**src/rtl/mips_mem_pkg.sv**
```systemverilog
// Shared encodings for the MEM-stage bus access block: access sizes, FSM states, timeout.
// Also holds the store-side lane helpers used when the request registers are loaded.
package mips_mem_pkg;

  typedef enum logic [1:0] {
    MS_BYTE  = 2'b00,
    MS_HALF  = 2'b01,
    MS_WORD  = 2'b10,
    MS_WORDX = 2'b11
  } mem_size_e;

  typedef enum logic [1:0] {
    S_IDLE = 2'd0,
    S_BUSY = 2'd1,
    S_DONE = 2'd2
  } state_e;

  localparam int DEFAULT_TIMEOUT = 255;

  function automatic logic is_misaligned(input logic [1:0] size, input logic [1:0] off);
    case (size)
      MS_BYTE: is_misaligned = 1'b0;
      MS_HALF: is_misaligned = off[0];
      default: is_misaligned = (off != 2'b00);
    endcase
  endfunction

  function automatic logic [3:0] store_be(input logic [1:0] size, input logic [1:0] off);
    case (size)
      MS_BYTE: store_be = 4'b0001 << off;
      MS_HALF: store_be = 4'b0011 << off;
      default: store_be = 4'b1111;
    endcase
  endfunction

  function automatic logic [31:0] store_data(input logic [1:0] size, input logic [31:0] wd);
    case (size)
      MS_BYTE: store_data = {4{wd[7:0]}};
      MS_HALF: store_data = {2{wd[15:0]}};
      default: store_data = wd;
    endcase
  endfunction

endpackage

```
**src/rtl/mem_access_if.sv**
```systemverilog
// Word-addressed memory bus between the MEM stage (master) and the memory (slave).
// Single outstanding request, completed by a one-cycle mem_ready strobe.
interface mem_access_if;
  logic        mem_req;
  logic        mem_we;
  logic [31:0] mem_addr;
  logic [3:0]  mem_be;
  logic [31:0] mem_wdata;
  logic [31:0] mem_rdata;
  logic        mem_ready;

  modport master (
    output mem_req, mem_we, mem_addr, mem_be, mem_wdata,
    input  mem_rdata, mem_ready
  );

  modport slave (
    input  mem_req, mem_we, mem_addr, mem_be, mem_wdata,
    output mem_rdata, mem_ready
  );
endinterface

```
**src/rtl/load_align.sv**
```systemverilog
// Picks the addressed lane(s) out of a read word and zero/sign-extends to 32 bits.
// Purely combinational; little-endian lanes, lane k = bits [8k+7:8k].
module load_align
  import mips_mem_pkg::*;
(
  input  logic [31:0] rdata,
  input  logic [1:0]  off,
  input  logic [1:0]  size,
  input  logic        sgn,
  output logic [31:0] data
);

  logic [7:0]  lane_b;
  logic [15:0] lane_h;

  always_comb begin
    case (off)
      2'd0:    lane_b = rdata[7:0];
      2'd1:    lane_b = rdata[15:8];
      2'd2:    lane_b = rdata[23:16];
      default: lane_b = rdata[31:24];
    endcase
    lane_h = off[1] ? rdata[31:16] : rdata[15:0];

    case (size)
      MS_BYTE: data = {{24{sgn & lane_b[7]}}, lane_b};
      MS_HALF: data = {{16{sgn & lane_h[15]}}, lane_h};
      default: data = rdata;
    endcase
  end

endmodule

```
**src/rtl/mem_access.sv**
```systemverilog
// MEM-stage load/store sequencer: IDLE -> BUSY -> DONE, stalling the pipeline 2+N cycles.
// Waits on mem_ready in BUSY; gives up with a bus_error pulse after TIMEOUT empty cycles.
module mem_access
  import mips_mem_pkg::*;
#(
  parameter int TIMEOUT = DEFAULT_TIMEOUT
) (
  input  logic              clk,
  input  logic              rst,
  input  logic              MemRead,
  input  logic              MemWrite,
  input  logic [1:0]        MemSize,
  input  logic              MemSigned,
  input  logic [31:0]       addr,
  input  logic [31:0]       wdata,
  mem_access_if.master      bus,
  output logic [31:0]       memdata_out,
  output logic              stall,
  output logic              misalign,
  output logic              bus_error
);

  localparam int CNT_W = $clog2(TIMEOUT + 1);

  state_e             state_q, state_d;
  logic               req_q, req_d;
  logic               we_q, we_d;
  logic [31:0]        addr_q, addr_d;
  logic [3:0]         be_q, be_d;
  logic [31:0]        wdata_q, wdata_d;
  logic [31:0]        rdout_q, rdout_d;
  logic [CNT_W-1:0]   cnt_q, cnt_d;
  logic               berr_q, berr_d;
  logic [1:0]         size_q, size_d;
  logic [1:0]         off_q, off_d;
  logic               sgn_q, sgn_d;
  logic               access;
  logic [31:0]        load_data;

  // Alignment uses the size/offset latched at request time, not the live pipeline inputs.
  load_align u_load_align (
    .rdata (bus.mem_rdata),
    .off   (off_q),
    .size  (size_q),
    .sgn   (sgn_q),
    .data  (load_data)
  );

  assign access   = MemRead | MemWrite;
  assign misalign = access & is_misaligned(MemSize, addr[1:0]);

  always_comb begin
    state_d = state_q;
    req_d   = req_q;
    we_d    = we_q;
    addr_d  = addr_q;
    be_d    = be_q;
    wdata_d = wdata_q;
    rdout_d = rdout_q;
    cnt_d   = cnt_q;
    berr_d  = 1'b0;
    size_d  = size_q;
    off_d   = off_q;
    sgn_d   = sgn_q;
    stall   = 1'b0;

    case (state_q)
      S_IDLE: begin
        if (access && !misalign) begin
          stall   = 1'b1;
          state_d = S_BUSY;
          req_d   = 1'b1;
          we_d    = MemWrite;
          addr_d  = {addr[31:2], 2'b00};
          be_d    = MemWrite ? store_be(MemSize, addr[1:0]) : 4'b1111;
          wdata_d = store_data(MemSize, wdata);
          size_d  = MemSize;
          off_d   = addr[1:0];
          sgn_d   = MemSigned;
          cnt_d   = '0;
        end
      end
      S_BUSY: begin
        stall = 1'b1;
        if (bus.mem_ready) begin
          req_d   = 1'b0;
          state_d = S_DONE;
          if (!we_q) begin
            rdout_d = load_data;
          end
        end else if (cnt_q == CNT_W'(TIMEOUT - 1)) begin
          req_d   = 1'b0;
          berr_d  = 1'b1;
          rdout_d = '0;
          cnt_d   = cnt_q + CNT_W'(1);
          state_d = S_DONE;
        end else begin
          cnt_d = cnt_q + CNT_W'(1);
        end
      end
      S_DONE:  state_d = S_IDLE;
      default: state_d = S_IDLE;
    endcase
  end

  always_ff @(posedge clk or posedge rst) begin
    if (rst) begin
      state_q <= S_IDLE;
      req_q   <= 1'b0;
      we_q    <= 1'b0;
      addr_q  <= '0;
      be_q    <= '0;
      wdata_q <= '0;
      rdout_q <= '0;
      cnt_q   <= '0;
      berr_q  <= 1'b0;
      size_q  <= '0;
      off_q   <= '0;
      sgn_q   <= 1'b0;
    end else begin
      state_q <= state_d;
      req_q   <= req_d;
      we_q    <= we_d;
      addr_q  <= addr_d;
      be_q    <= be_d;
      wdata_q <= wdata_d;
      rdout_q <= rdout_d;
      cnt_q   <= cnt_d;
      berr_q  <= berr_d;
      size_q  <= size_d;
      off_q   <= off_d;
      sgn_q   <= sgn_d;
    end
  end

  assign bus.mem_req   = req_q;
  assign bus.mem_we    = we_q;
  assign bus.mem_addr  = addr_q;
  assign bus.mem_be    = be_q;
  assign bus.mem_wdata = wdata_q;
  assign memdata_out   = rdout_q;
  assign bus_error     = berr_q;

endmodule

```
**src/flat_wrapper.sv**
```systemverilog
// flat-port wrapper written by rule: the top's interface ports become plain ports
module mem_access_flat import mips_mem_pkg::*;
#(
  parameter int TIMEOUT = DEFAULT_TIMEOUT
)
  (clk, rst, MemRead, MemWrite, MemSize, MemSigned, addr, wdata, memdata_out, stall, misalign, bus_error, bus_mem_req, bus_mem_we, bus_mem_addr, bus_mem_be, bus_mem_wdata, bus_mem_rdata, bus_mem_ready);
  mem_access_if bus_i ();
  input  logic clk;
  input  logic rst;
  input  logic MemRead;
  input  logic MemWrite;
  input  logic [1:0] MemSize;
  input  logic MemSigned;
  input  logic [31:0] addr;
  input  logic [31:0] wdata;
  output logic [31:0] memdata_out;
  output logic stall;
  output logic misalign;
  output logic bus_error;
  output wire logic [$bits(bus_i.mem_req)-1:0] bus_mem_req;
  output wire logic [$bits(bus_i.mem_we)-1:0] bus_mem_we;
  output wire logic [$bits(bus_i.mem_addr)-1:0] bus_mem_addr;
  output wire logic [$bits(bus_i.mem_be)-1:0] bus_mem_be;
  output wire logic [$bits(bus_i.mem_wdata)-1:0] bus_mem_wdata;
  input wire logic [$bits(bus_i.mem_rdata)-1:0] bus_mem_rdata;
  input wire logic [$bits(bus_i.mem_ready)-1:0] bus_mem_ready;
  assign bus_mem_req = bus_i.mem_req;
  assign bus_mem_we = bus_i.mem_we;
  assign bus_mem_addr = bus_i.mem_addr;
  assign bus_mem_be = bus_i.mem_be;
  assign bus_mem_wdata = bus_i.mem_wdata;
  assign bus_i.mem_rdata = bus_mem_rdata;
  assign bus_i.mem_ready = bus_mem_ready;
  mem_access #(.TIMEOUT(TIMEOUT)) u_core (.clk(clk), .rst(rst), .MemRead(MemRead), .MemWrite(MemWrite), .MemSize(MemSize), .MemSigned(MemSigned), .addr(addr), .wdata(wdata), .bus(bus_i), .memdata_out(memdata_out), .stall(stall), .misalign(misalign), .bus_error(bus_error));
endmodule
```
**config.mk**
```make
export PLATFORM = sky130hd
export DESIGN_NAME = mem_access_flat
export DESIGN_NICKNAME = d
export VERILOG_FILES = /design/src/rtl/mips_mem_pkg.sv /design/src/rtl/mem_access_if.sv /design/src/rtl/load_align.sv /design/src/rtl/mem_access.sv /design/src/flat_wrapper.sv
export SDC_FILE = /design/constraint.sdc
export NUM_CORES = 1
export LEC_CHECK = 0
export ABC_AREA = 1
export BUFFER_PORTS_ARGS = -buffer_cell sky130_fd_sc_hd__buf_2
export CAP_MARGIN = 40
export CELL_PAD_IN_SITES_DETAIL_PLACEMENT = 1
export CELL_PAD_IN_SITES_GLOBAL_PLACEMENT = 2
export CORE_MARGIN = 3
export CORE_UTILIZATION = 24
export CTS_CLUSTER_SIZE = 14
export DETAILED_ROUTE_END_ITERATION = 8
export PLACE_DENSITY = 0.82
export SYNTH_ARGS = -nofsm -noshare
export SYNTH_HDL_FRONTEND = slang
export SYNTH_SLANG_ARGS = --single-unit
```
**constraint.sdc**
```tcl
create_clock -name clk -period 3.17 [get_ports clk]
set_input_delay 0.1585 -clock clk [delete_from_list [all_inputs] [get_ports clk]]
set_output_delay 0.1585 -clock clk [all_outputs]
set_load 0.005 [all_outputs]
```
# Word-level counts from Yosys, hierarchy flattened
# Cells that the tools add are included.
# Widths: inputs -> output; s select.
dict set report word_totals {
  ff_bits 116
  latch_bits 0
  ramBits 0
  romBits 0
  in_bits 104
  mem_count 0
}
dict set report op_classes {
  add_sub_neg 1
  n_mul 0
  div 0
  order_cmp 0
  eq_ne 10
  shift 2
  mux 26
  bitwise 4
  n_reduce_logical 14
}
# op count
set ops {}
lappend ops {{$pmux 32 s2} 2}
lappend ops {{$mux 32} 3}
lappend ops {{$pmux 8 s3} 1}
lappend ops {{$mux 16} 1}
lappend ops {{$mux 8} 2}
lappend ops {{$pmux 8 s2} 1}
lappend ops {{$reduce_and 3->1} 3}
lappend ops {{$add 8x1->8 const B} 1}
lappend ops {{$eq 2x1->1 const B} 4}
lappend ops {{$eq 8x8->1 const B} 1}
lappend ops {{$logic_not 2->1} 4}
lappend ops {{$pmux 4 s2} 1}
lappend ops {{$mux 1} 7}
lappend ops {{$mux 2} 3}
lappend ops {{$pmux 1 s2} 3}
lappend ops {{$reduce_bool 2->1} 3}
lappend ops {{$mux 4} 1}
lappend ops {{$ne 2x2->1 const B} 2}
lappend ops {{$pmux 2 s2} 1}
lappend ops {{$reduce_and 2->1} 2}
lappend ops {{$shl 1x2->4 const A} 1}
lappend ops {{$shl 2x2->4 const A} 1}
lappend ops {{$and 1x1->1} 3}
lappend ops {{$ne 3x2->1 const B} 1}
lappend ops {{other kinds (5)} 5}

# Longest topological paths before layout
# Gate-level depths: netlist of run 1.
dict set report logic_depth {
  ltp_word 7
  ltp_mapped 11
  ltp_nobuf 10
}

# Modules after synthesis
# From an unflattened synthesis of run 1, not the netlist that was laid out.
dict set report unflattened {
  hier_cells 841
  hier_area_um2 6062.1
}
# module instances cells_each area_each_um2 seq_area_each_um2
set by_module_without_submodules {}
lappend by_module_without_submodules {mem_access 1 685 5328.9 2902.8}
lappend by_module_without_submodules {load_align 1 156 733.2 0.0}

# Worst setup path before layout of run 1
# OpenSTA, ideal clock, no wires.
dict set report synth_path {
  kind {register to register}
  from {register u_core.cnt_q[0]}
  to {register u_core.rdout_q[1], in the netlist u_core.memdata_out[1]}
  setup_ns 0.122
  arrival_ns 1.229
  t_required_ns 3.048
  slack_ns 1.818
  path_stages_with_launch 11
  n_path_buf 1
  synth_period_minus_slack_ns 1.352
  cell_sequence {dfrtp_1 -> inv_1 -> ha_1 -> nand2_1 -> nor2_1 -> nand3_2 -> nand2_2 -> inv_2 -> buf_6 -> nand2_1 -> o21ai_1}
}
dict set report synth_via {
  elab_chain_len 3
}
# item line_no
set synth_rtl {}
lappend synth_rtl {{start, declared} mem_access.sv:32} ;# logic [CNT_W-1:0] cnt_q, cnt_d;
lappend synth_rtl {{start signal, assigned} mem_access.sv:128} ;# cnt_q <= cnt_d;
lappend synth_rtl {{$eq 8x8->1} mem_access.sv:91} ;# end else if (cnt_q == CNT_W'(TIMEOUT - 1)) begin
lappend synth_rtl {{$reduce_bool 2->1 (no line)} -}
lappend synth_rtl {{$reduce_and 3->1 (no line)} -}
lappend synth_rtl {{end signal, assigned} mem_access.sv:127} ;# rdout_q <= rdout_d;
lappend synth_rtl {{end, declared} mem_access.sv:31} ;# logic [31:0] rdout_q, rdout_d;
# Every way passes these cells.
# A chain may end at the register's enable or synchronous reset.

# Worst setup path in the final report of run 1
dict set report layout_path {
  from {register u_core.cnt_q[0]}
  to {register u_core.rdout_q[5], in the netlist u_core.memdata_out[5]}
}
# The elaborated chain is that of the path after synthesis.

==> reports/qor.yml, run 1 <==
floorplan.io_pins: 209
async_flop_share_pct: 100.0
die_h_um: 159.8
hold-path-cell-count: 3
total_count_of_hold_check_failures_in_the_final_report: 0
post-route-cell-area_mm2: 0.007860
rsz0062_at_grt: "false"
layout_worst_path_cycle_share_pct: 66.00
critPathBufInv: 2
min_delay_worst_endpoint: "u_core.bus.mem_wdata[2]"
regToRegEndpoint: "u_core.memdata_out[5]"
worst_path_max_delay_cell: "sky130_fd_sc_hd__dfrtp_1"
die_x_um: 159.8
grt_use_total_pct: 15.67
dp_cells: 1231
ws_path_type: "reg -> reg"
irDropWorstVdd_mv: 0.3891
num_antenna_cells: 0
reg2reg_from: "u_core.cnt_q[0]"
synth.top_cells.by_count: "sky130_fd_sc_hd__nand2_1 (339), sky130_fd_sc_hd__dfrtp_1 (116), sky130_fd_sc_hd__o21ai_0 (58), sky130_fd_sc_hd__nand3_1 (50), sky130_fd_sc_hd__inv_1 (39)"
critical_path.cell_chain: "inv_1, ha_1, nand2_1, nor2_1, nand3_2, nand2_2, inv_2, nand2_1, o21ai_0"
vias_per_cell: 4.321
clk_path_buf_depth: 2
detailedRoute.firstIterationViolations: 236
row_count: 55
post_synth_num_cell_types: 28
setup_viol: 0
clkLatencyLatePin_ps: 420
dp_worst_setup_slack_ps: 1066
sequential_cell_area_mm2: 0.002903
finalClockSkew_ps: 12.36
tritoncts.num_buffers: 17
power_density_mw_per_mm2: 836.6
flow.area_growth_from_synthesis_pct: 38.37
grt_overflow_total: 0
ys_dominant_reg_cell: "sky130_fd_sc_hd__dfrtp_1"
min_period_ps: 2092
tritoncts_sinks: 116
cpPeakStageDelay_ps: 400
timing.final.ws_setup_ps: 1078
required_ps: 3460
run_status: "finished, final reports clean"
hold_start: "wdata[2]"
port_buffers: 206
post_layout_nonfiller_instances: 1294
htreeDepth: 4
reg2reg_depth: 9
yosysTopAreaCellShare_pct: 51.10
post_cts_hold_buffer_count: 32
post_synth_top_area_cell: "sky130_fd_sc_hd__dfrtp_1"
dieArea_mm2: 0.02555
crit_path_end_kind: "register"
final_antenna_net_count: 0
synth.ff_latch_count: 116
critical_path.most_common_cell: "sky130_fd_sc_hd__nand2_1"
holdCritPathClass: "in -> reg"
worst_slew_pin_slew_ps: 566.5
maxClockFrequency_mhz: 478.0
worst-r2r-setup-slack_ps: 1080
clock_transition_at_path_regs_ps: 60
setup_total_negative_slack_ps: 0
top_cells_by_area_in_the_synthesized_netlist: "sky130_fd_sc_hd__dfrtp_1 (51%), sky130_fd_sc_hd__nand2_1 (22%), sky130_fd_sc_hd__o21ai_0 (5.1%)"
worst_max_slew_margin_expressed_relative_to_the_limit_pct: 62.18
detail_route.drc_violations: 0
totalPowerFinal_w: 0.006576
syn_area_mm2: 0.005680
initial_antenna_violation_count: 3
delay_heaviest_family_cp: "simple AND/OR/NAND/NOR gates"
fillers: 2841
tritoncts_clock_tree: "built"
route.final.wire_length_um: 19640
cp-start-kind: "register"
crit_fanout: 32
worst-endpoint-arrival_ps: 2390
grt_first_pass_wirelength_um: 32240
multi_input_area_mm2: 0.002341
p_leak_nw: 4.365
core-area_mm2: 0.02292
grt_pass1_vias: 6086
number_of_detailed_routing_iterations_run_before_antenna_repair: 4
post-synth-top-count-cell: "sky130_fd_sc_hd__nand2_1"
cts.repair_timing.setup_buffer_count: 0
nets: 1075
drv_cap: 0
clk_root_buffer_cell: "sky130_fd_sc_hd__clkbuf_16"
path_depth: 9
yosysSeqAreaShare_pct: 51.10
synth.yosys.warnings: 0
vias_after_detailed_routing: 5591
routed_wire_length_per_instance_um: 15.18
finalMaxSlewViolations: 0
drive_gt1_share_pct: 27.12
cts_resized: 0
place.gp.congestion: 0.7700
placed_area_mm2: 0.006959
largest_net_degree_at_the_start_of_global_routing: 92
post_synth_inst_count: 740
synth_area_per_cell_um2: 7.676
synth_enable_flop_cells: 0
detailed_place_hpwl_um: 14070
starting_density_of_the_core_pct: 24.79
-- metal layers --
metal / wire length [um] / global-route usage [%] / up-vias
met5: 39 / 0 / -
met4: 142 / 3.905 / 6
met1: 8881 / 19.74 / 2636
met3: 1418 / 5.837 / 19
met2: 9155 / 25.53 / 156
li1: - / - / 2774
-- final cells by class --
cell class / instances / share of cell area [%]
clock buffer: 17 / 5.412
sequential: 116 / 36.93
clock inverter: 14 / 1.974
timing repair buffer: 245 / 18.50
inverter: 49 / 2.420
tap: 313 / 4.982
multi-input combinational: 540 / 29.78
-- worst register-to-register path, stage by stage, from the launching register on --
cell,delay (ps)
sky130_fd_sc_hd__dfrtp_1,400
sky130_fd_sc_hd__inv_1,100
sky130_fd_sc_hd__ha_1,170
sky130_fd_sc_hd__nand2_1,50
sky130_fd_sc_hd__nor2_1,160
sky130_fd_sc_hd__nand3_2,110
sky130_fd_sc_hd__nand2_2,360
sky130_fd_sc_hd__inv_2,370
sky130_fd_sc_hd__nand2_1,160
sky130_fd_sc_hd__o21ai_0,90
-- logic make-up after synthesis --
logic type	count (synthesis)	synth area share, %
other	1	0.06602
flip-flops	116	51.10
adder cells (fa/ha/maj)	2	0.4405
AO/OA/AOI/OAI	93	8.194
buffers and inverters	85	7.754
XOR/XNOR	4	0.6167
AND/OR/NAND/NOR	439	31.83
-- worst max-delay path by stage --
stage | start | endpoint | slack (ps)
final | u_core.cnt_q[0] | u_core.memdata_out[5] | 1080
after global placement | MemSize[1] | u_core.bus.mem_addr[4] | 1100
after global routing | u_core.state_q[1] | u_core.memdata_out[5] | 810
after detailed placement | MemSize[1] | stall | 1070
after floorplan | rst | u_core.bus.mem_addr[10] | 1600
after CTS | u_core.cnt_q[0] | u_core.memdata_out[5] | 1060
-- sequential cells by signal (all words and copies together), names as in the netlist --
name,count
u_core.bus.mem_addr,30
u_core.bus.mem_be,4
u_core.bus.mem_req,1
u_core.bus.mem_wdata,32
u_core.bus.mem_we,1
u_core.bus_error,1
u_core.cnt_q,8
u_core.memdata_out,32
u_core.off_q,2
u_core.sgn_q,1
u_core.size_q,2
u_core.state_q,2
-- stage by stage --
| step | hold slack [ps] | utilization, % |
|---|---|---|
| final | 33.68 | 34.30 |
| after global routing | 30.23 | 34.30 |
| after CTS | 16.64 | 34.30 |
| after detailed placement | 278.3 | 30.37 |
| after global placement | 352.8 | 30.19 |
| after floorplan | 268.1 | - |
-- power by group --
group / internal (W) / switching [W] / total, W
Combinational: 0.000893 / 0.00131 / 0.00221
Clock: 0.00116 / 0.000767 / 0.00193
Sequential: 0.00206 / 0.000381 / 0.00244
-- cells in the final DEF, fill, tap and decap left out, types with 4 or more instances in the layout --
cell and instances:
sky130_fd_sc_hd__a21oi_1 31, sky130_fd_sc_hd__buf_12 4, sky130_fd_sc_hd__buf_2 206, sky130_fd_sc_hd__clkbuf_16 17, sky130_fd_sc_hd__clkinv_4 5, sky130_fd_sc_hd__dfrtp_1 116, sky130_fd_sc_hd__dlygate4sd3_1 32, sky130_fd_sc_hd__inv_1 38
sky130_fd_sc_hd__inv_2 7, sky130_fd_sc_hd__nand2_1 339, sky130_fd_sc_hd__nand3_1 50, sky130_fd_sc_hd__nor2_1 34, sky130_fd_sc_hd__o21ai_0 58, sky130_fd_sc_hd__o21ai_1 4, sky130_fd_sc_hd__xor2_1 4
Power figures use the tool's default switching activity.
==> inputs of run 2 (changes only) <==
--- a/config.mk
+++ b/config.mk
@@ -11,10 +11,10 @@
 export CELL_PAD_IN_SITES_DETAIL_PLACEMENT = 1
 export CELL_PAD_IN_SITES_GLOBAL_PLACEMENT = 2
 export CORE_MARGIN = 3
-export CORE_UTILIZATION = 24
+export CORE_UTILIZATION = 27
 export CTS_CLUSTER_SIZE = 14
 export DETAILED_ROUTE_END_ITERATION = 8
-export PLACE_DENSITY = 0.82
+export PLACE_DENSITY = 0.87
 export SYNTH_ARGS = -nofsm -noshare
 export SYNTH_HDL_FRONTEND = slang
 export SYNTH_SLANG_ARGS = --single-unit
==> constraint.sdc (replaced) <==
create_clock -name clk -period 1.97 [get_ports clk]
set_input_delay 0.0985 -clock clk [delete_from_list [all_inputs] [get_ports clk]]
set_output_delay 0.0985 -clock clk [all_outputs]
set_load 0.005 [all_outputs]
==> run 2 against run 1 <==
- clock skew is 3.6 ps lower
- utilization is 5.8 points higher
- die area is 11% lower
- via count is 4.0% higher
- largest power group unchanged
==> reports/qor.yml, run 2 (synthesis gave the netlist of run 1 again) <==
reg2reg_depth: 7  # -2
detailedRoute.firstIterationViolations: 230  # -2.5%
nets: 1111  # +3.3%
route.final.wire_length_um: 20150  # +2.6%
totalPowerFinal_w: 0.01085  # +65%
critical_path.cell_chain: "inv_2, nor2_4, inv_1, nand2_1, nand2_1, a21oi_1, o21ai_0"
floorplan.io_pins: 209  # unchanged
dp_worst_setup_slack_ps: 308.0  # -757.9 ps
vias_per_cell: 4.511  # +4.4%
worst_slew_pin_slew_ps: 604.1  # +37.66 ps
total_count_of_hold_check_failures_in_the_final_report: 0  # unchanged
crit_fanout: 16  # -50%
cpPeakStageDelay_ps: 640  # +240 ps
maxClockFrequency_mhz: 590.3  # +24%
finalMaxSlewViolations: 0  # unchanged
dieArea_mm2: 0.02281  # -11%
tritoncts_clock_tree: "built"
p_leak_nw: 4.535  # +3.9%
run_status: "finished, final reports clean"
worst_hold_slack_after_final_layout_ps: 9.273  # -24.41 ps
critPathBufInv: 2  # unchanged
worst_max_slew_margin_expressed_relative_to_the_limit_pct: 59.48  # -2.7 points
cts.repair_timing.setup_buffer_count: 0  # unchanged
worst_path_max_delay_cell: "sky130_fd_sc_hd__dfrtp_1"
worst-endpoint-arrival_ps: 1990  # -400 ps
vias_after_detailed_routing: 5815  # +4.0%
grt_pass1_vias: 6074  # -0.20%
port_buffers: 206  # unchanged
number_of_detailed_routing_iterations_run_before_antenna_repair: 4  # unchanged
setup_viol: 0  # unchanged
cp-start-kind: "register"
cts_resized: 0  # unchanged
worstSetupStartpoint: "u_core.off_q[1]"
power_density_mw_per_mm2: 1326  # +58%
finalClockSkew_ps: 8.735  # -3.629 ps
clk_root_buffer_cell: "sky130_fd_sc_hd__clkbuf_16"
die_h_um: 151.0  # -5.5%
ws_path_type: "reg -> reg"
crit_path_end_kind: "register"
delay_heaviest_family_cp: "flip-flops"
fillers: 2554  # -10%
required_ps: 2270  # -1190 ps
grt_use_total_pct: 17.67  # +2.0 points
holdCritPathClass: "in -> reg"
layout_worst_path_cycle_share_pct: 85.99  # +20 points
routed_wire_length_per_instance_um: 15.63  # +3.0%
core-area_mm2: 0.02043  # -11%
row_count: 52  # -5.5%
reg2reg_from: "u_core.off_q[1]"
irDropWorstVdd_mv: 0.5118  # +32%
min_period_ps: 1694  # -398.1 ps
detail_route.drc_violations: 0  # unchanged
worst-r2r-setup-slack_ps: 280  # -800 ps
largest_net_degree_at_the_start_of_global_routing: 90  # -2.2%
drive_gt1_share_pct: 26.92  # -0.20 points
drv_cap: 0  # unchanged
initial_antenna_violation_count: 2  # -1
min_delay_worst_endpoint: "u_core.bus.mem_wdata[22]"
clkLatencyLatePin_ps: 420  # about the same
die_x_um: 151.0  # -5.5%
clock_transition_at_path_regs_ps: 60  # about the same
starting_density_of_the_core_pct: 27.80  # +3.0 points
layout.cells.most_common: "sky130_fd_sc_hd__nand2_1"
final_core_util_pct: 40.07  # +5.8 points
hold-path-cell-count: 5  # +2
final_antenna_net_count: 0  # unchanged
tritoncts_sinks: 116  # unchanged
grt_first_pass_wirelength_um: 31650  # -1.8%
setup_total_negative_slack_ps: 0  # unchanged
clk_path_buf_depth: 2  # unchanged
tritoncts.num_buffers: 17  # unchanged
critical_path.most_common_cell: "sky130_fd_sc_hd__nand2_1"
hold_start: "wdata[22]"
post_cts_hold_buffer_count: 61  # +91%
detailed_place_hpwl_um: 14100  # +0.20%
place.gp.congestion: 0.7867  # +2.2%
htreeDepth: 4  # unchanged
flow.area_growth_from_synthesis_pct: 44.10
grt_overflow_total: 0  # unchanged
timing.final.ws_setup_ps: 276.0  # -801.9 ps
rsz0062_at_grt: "false"
most_frequent_cells_in_the_layout: "sky130_fd_sc_hd__nand2_1 (339), sky130_fd_sc_hd__buf_2 (206), sky130_fd_sc_hd__dfrtp_1 (116)"
regToRegEndpoint: "u_core.memdata_out[5]"
==> run 2: cell types whose count changed in the layout (fill, tap and decap cells not counted), sizes merged <==
cell and delta:
diode +1, clkinvlp +1, clkbuf +1, clkinv -4, inv +2, buf +7
dlygate4sd3 +29, bufinv +1
==> run 2: how the worst max path moves through the flow <==
stage,to,slack (ps),cells after the start
after global placement,u_core.memdata_out[5],350,7
final,u_core.memdata_out[5],280,7
after detailed placement,u_core.memdata_out[5],310,7
after global routing,u_core.memdata_out[5],90,7
after floorplan,u_core.bus.mem_addr[10],460,1
after CTS,u_core.memdata_out[17],300,7
==> run 2: layer usage <==
layer  track usage, %  vias to the layer above  wire, um
met1            21.50                     2786      8512
li1                 -                     2850         -
met5                0                        -         7
met3            6.254                       18      1518
met2            30.07                      159      9920
met4            4.125                        2       191
==> run 2: power by group <==
group          switching, W  internal [W]
combinational       0.00215       0.00151
sequential         0.000607       0.00331
clock               0.00123       0.00204
==> run 2: through the flow <==
stage / instances / instance area, um2
after CTS: 1288 / 8183
after detailed placement: 1195 / 6958
after global routing: 1289 / 8185
after floorplan: 741 / 5688
final: 1289 / 8185
after global placement: 1195 / 6958
==> run 2: final cells by class <==
class                      instances  area (um2)  area share [%]
inverter                          49       190.2           2.323
multi-input combinational        540        2341           28.60
timing repair buffer             281        1797           21.95
antenna                            1       2.502         0.03057
clock buffer                      18       439.2           5.365
sequential                       116        2903           35.46
clock inverter                    14       175.2           2.140
tap                              270       337.8           4.127
==> run 2: worst register-to-register path, stage by stage (launching register included) <==
cell and delay (ps):
sky130_fd_sc_hd__dfrtp_1 640, sky130_fd_sc_hd__inv_2 190, sky130_fd_sc_hd__nor2_4 240, sky130_fd_sc_hd__inv_1 140
sky130_fd_sc_hd__nand2_1 80, sky130_fd_sc_hd__nand2_1 50, sky130_fd_sc_hd__a21oi_1 140, sky130_fd_sc_hd__o21ai_0 110
==> inputs of run 3 (changes only) <==
--- a/config.mk
+++ b/config.mk
@@ -6,15 +6,15 @@
 export NUM_CORES = 1
 export LEC_CHECK = 0
 export ABC_AREA = 1
-export BUFFER_PORTS_ARGS = -buffer_cell sky130_fd_sc_hd__buf_2
 export CAP_MARGIN = 40
 export CELL_PAD_IN_SITES_DETAIL_PLACEMENT = 1
 export CELL_PAD_IN_SITES_GLOBAL_PLACEMENT = 2
 export CORE_MARGIN = 3
-export CORE_UTILIZATION = 27
+export CORE_UTILIZATION = 34
 export CTS_CLUSTER_SIZE = 14
 export DETAILED_ROUTE_END_ITERATION = 8
-export PLACE_DENSITY = 0.87
+export DONT_BUFFER_PORTS = 1
+export PLACE_DENSITY = 0.85
 export SYNTH_ARGS = -nofsm -noshare
 export SYNTH_HDL_FRONTEND = slang
 export SYNTH_SLANG_ARGS = --single-unit
==> run 3 against run 2 <==
- critical endpoint unchanged
- sequential share of layout area increased by 3.8 points
- worst hold slack improved by 11 ps
- largest power group unchanged
- clock-buffer cell count rose by 4
==> reports/qor.yml, run 3 (synthesis gave the netlist of run 1 again) <==
vias_after_detailed_routing: 5353  # -7.9%
holdCritPathClass: "in -> reg"
crit_path_end_kind: "register"
power_frac_clock_pct: 30.7  # +0.6 points
min_delay_worst_endpoint: "u_core.bus.mem_wdata[15]"
layout.cells.most_common: "sky130_fd_sc_hd__nand2_1"
power_frac_seq_pct: 43.3  # +7.2 points
clock_transition_at_path_regs_ps: 60  # about the same
cp-start-kind: "register"
row_count: 46  # -12%
grt_first_pass_wirelength_um: 31370  # -0.89%
finalClockSkew_ps: 6.496  # -2.238 ps
drive_gt1_share_pct: 7.674  # -19 points
power_density_mw_per_mm2: 1342  # +1.2%
htreeDepth: 4  # unchanged
tritoncts_clock_tree: "built"
reg2reg_depth: 7  # unchanged
internal_power_consumption_w: 0.006203  # -9.7%
setup_total_negative_slack_ps: 0  # unchanged
flow.area_growth_from_synthesis_pct: 30.07
final_antenna_net_count: 0  # unchanged
worst-r2r-setup-slack_ps: 170  # -110 ps
largest_net_degree_at_the_start_of_global_routing: 117  # +30%
routed_wire_length_per_instance_um: 18.42  # +18%
layout_worst_path_cycle_share_pct: 91.46  # +5.5 points
die_h_um: 135.3  # -10%
place.gp.congestion: 0.8424  # +7.1%
hold-path-cell-count: 4  # -1
initial_antenna_violation_count: 0  # -2
num_antenna_cells: 0  # -1
rsz0062_at_grt: "false"
clkLatencyLatePin_ps: 410  # about the same
worst-endpoint-arrival_ps: 2070  # +80 ps
worst_hold_slack_after_final_layout_ps: 20.19  # +10.91 ps
vias_per_cell: 5.036  # +12%
drv_cap: 0  # unchanged
comb_power_share_pct: 26.0  # -7.8 points
detailed_place_hpwl_um: 12560  # -11%
irDropWorstVdd_mv: 0.6010  # +17%
final_core_util_pct: 45.85  # +5.8 points
reg2reg_from: "u_core.off_q[1]"
grt_pass1_vias: 5845  # -3.8%
most_frequent_cells_in_the_layout: "sky130_fd_sc_hd__nand2_1 (339), sky130_fd_sc_hd__dfrtp_1 (116), sky130_fd_sc_hd__dlygate4sd3_1 (97)"
p_leak_nw: 3.787  # -16%
tritoncts_sinks: 116  # unchanged
route.final.wire_length_um: 19580  # -2.8%
die_x_um: 135.3  # -10%
clk_path_buf_depth: 2  # unchanged
total_count_of_hold_check_failures_in_the_final_report: 0  # unchanged
starting_density_of_the_core_pct: 35.25  # +7.4 points
cts.repair_timing.setup_buffer_count: 0  # unchanged
totalPowerFinal_w: 0.009913  # -8.7%
tritoncts.num_buffers: 17  # unchanged
sequential_cell_area_mm2: 0.002903  # unchanged
hold_start: "wdata[15]"
core-area_mm2: 0.01612  # -21%
detailedRoute.firstIterationViolations: 299  # +30%
fillers: 1943  # -24%
detail_route.drc_violations: 0  # unchanged
maxClockFrequency_mhz: 555.0  # -6.0%
crit_fanout: 16  # unchanged
grt_use_total_pct: 21.66  # +4.0 points
worst_max_slew_margin_expressed_relative_to_the_limit_pct: 51.78  # -7.7 points
clk_root_buffer_cell: "sky130_fd_sc_hd__clkbuf_16"
run_status: "finished, final reports clean"
setup_viol: 0  # unchanged
dp_cells: 933  # -22%
port_buffers: 0  # -100%
finalMaxSlewViolations: 0  # unchanged
regToRegEndpoint: "u_core.memdata_out[5]"
switchingPower_w: 0.003710  # -6.9%
power.share.switching_pct: 37.42  # +0.70 points
multi_input_area_mm2: 0.002341  # unchanged
min_period_ps: 1802  # +107.7 ps
dieArea_mm2: 0.01829  # -20%
nets: 940  # -15%
number_of_detailed_routing_iterations_run_before_antenna_repair: 4  # unchanged
post_layout_nonfiller_instances: 1063  # -18%
grt_overflow_total: 0  # unchanged
floorplan.io_pins: 209  # unchanged
worst_slew_pin_slew_ps: 723.3  # +119.2 ps
required_ps: 2240  # -30 ps
ws_path_type: "reg -> reg"
run 3: cell count changes in the layout (fill, tap and decap cells not counted), moves of 2 or more:
cell                            previous run  this run
sky130_fd_sc_hd__clkbuf_1                  0         2
sky130_fd_sc_hd__clkinv_2                  2         6
sky130_fd_sc_hd__buf_12                    4         2
sky130_fd_sc_hd__buf_2                   206         0
sky130_fd_sc_hd__dlygate4sd3_1            61        97
sky130_fd_sc_hd__clkbuf_8                  1         3
sky130_fd_sc_hd__inv_6                     5         0
run 3: what timing repair did:
item                                   in CTS  in global routing
resized for setup                           0                  1
setup endpoints to repair                   0                 26
hold buffers                               97                  0
endpoints found under the hold margin     217                  0
run 3: final cells by class:
class,count,area share (%)
flip-flops and latches,116,39.29
multi-input cells,540,31.69
repair buffers,110,14.95
clock buffers,22,6.418
well taps,216,3.658
inverters,49,2.574
clock inverters,10,1.423
run 3: worst max-delay path by stage:
stage | slack [ps] | startpoint | cells past startpoint | endpoint
after floorplan | 460 | rst | 1 | u_core.bus.mem_addr[10]
after global placement | 360 | u_core.off_q[1] | 6 | u_core.memdata_out[13]
after detailed placement | 280 | u_core.off_q[1] | 7 | u_core.memdata_out[5]
after CTS | 50 | MemSize[1] | 5 | u_core.bus.mem_wdata[16]
after global routing | 30 | u_core.off_q[1] | 7 | u_core.memdata_out[5]
final | 170 | u_core.off_q[1] | 7 | u_core.memdata_out[5]
run 3: per-stage QoR:
stage	area [um2]	setup slack [ps]
2_1_floorplan	5688	458.1
3_3_place_gp	5819	361.6
3_5_place_dp	5819	282.5
4_1_cts	7370	46.82
5_1_grt	7388	31.95
6_report	7388	168.3
run 3: worst max-delay path, stage by stage, from the launching register on:
cell	delay [ps]
sky130_fd_sc_hd__dfrtp_1	650
sky130_fd_sc_hd__inv_2	190
sky130_fd_sc_hd__nor2_4	230
sky130_fd_sc_hd__inv_1	130
sky130_fd_sc_hd__nand2_1	80
sky130_fd_sc_hd__nand2_1	60
sky130_fd_sc_hd__a21oi_1	180
sky130_fd_sc_hd__o21ai_0	150
run 3: power by group through the flow:
stage / Clock (W) / Sequential [W] / Combinational (W)
2_1_floorplan: 0 / 0.00393 / 0.00196
3_3_place_gp: 0 / 0.00428 / 0.00222
3_5_place_dp: 0 / 0.00431 / 0.00237
4_1_cts: 0.00310 / 0.00430 / 0.00255
5_1_grt: 0.00324 / 0.00443 / 0.00296
6_report: 0.00304 / 0.00429 / 0.00258
run 3: routing by layer:
layer | share of wire (%) | vias up | GRT usage (%)
li1 | - | 2502 | -
met1 | 40 | 2611 | 25.89
met2 | 49 | 193 | 36.39
met3 | 8.0 | 47 | 7.281
met4 | 3.1 | 0 | 7.895
met5 | 0 | - | 0
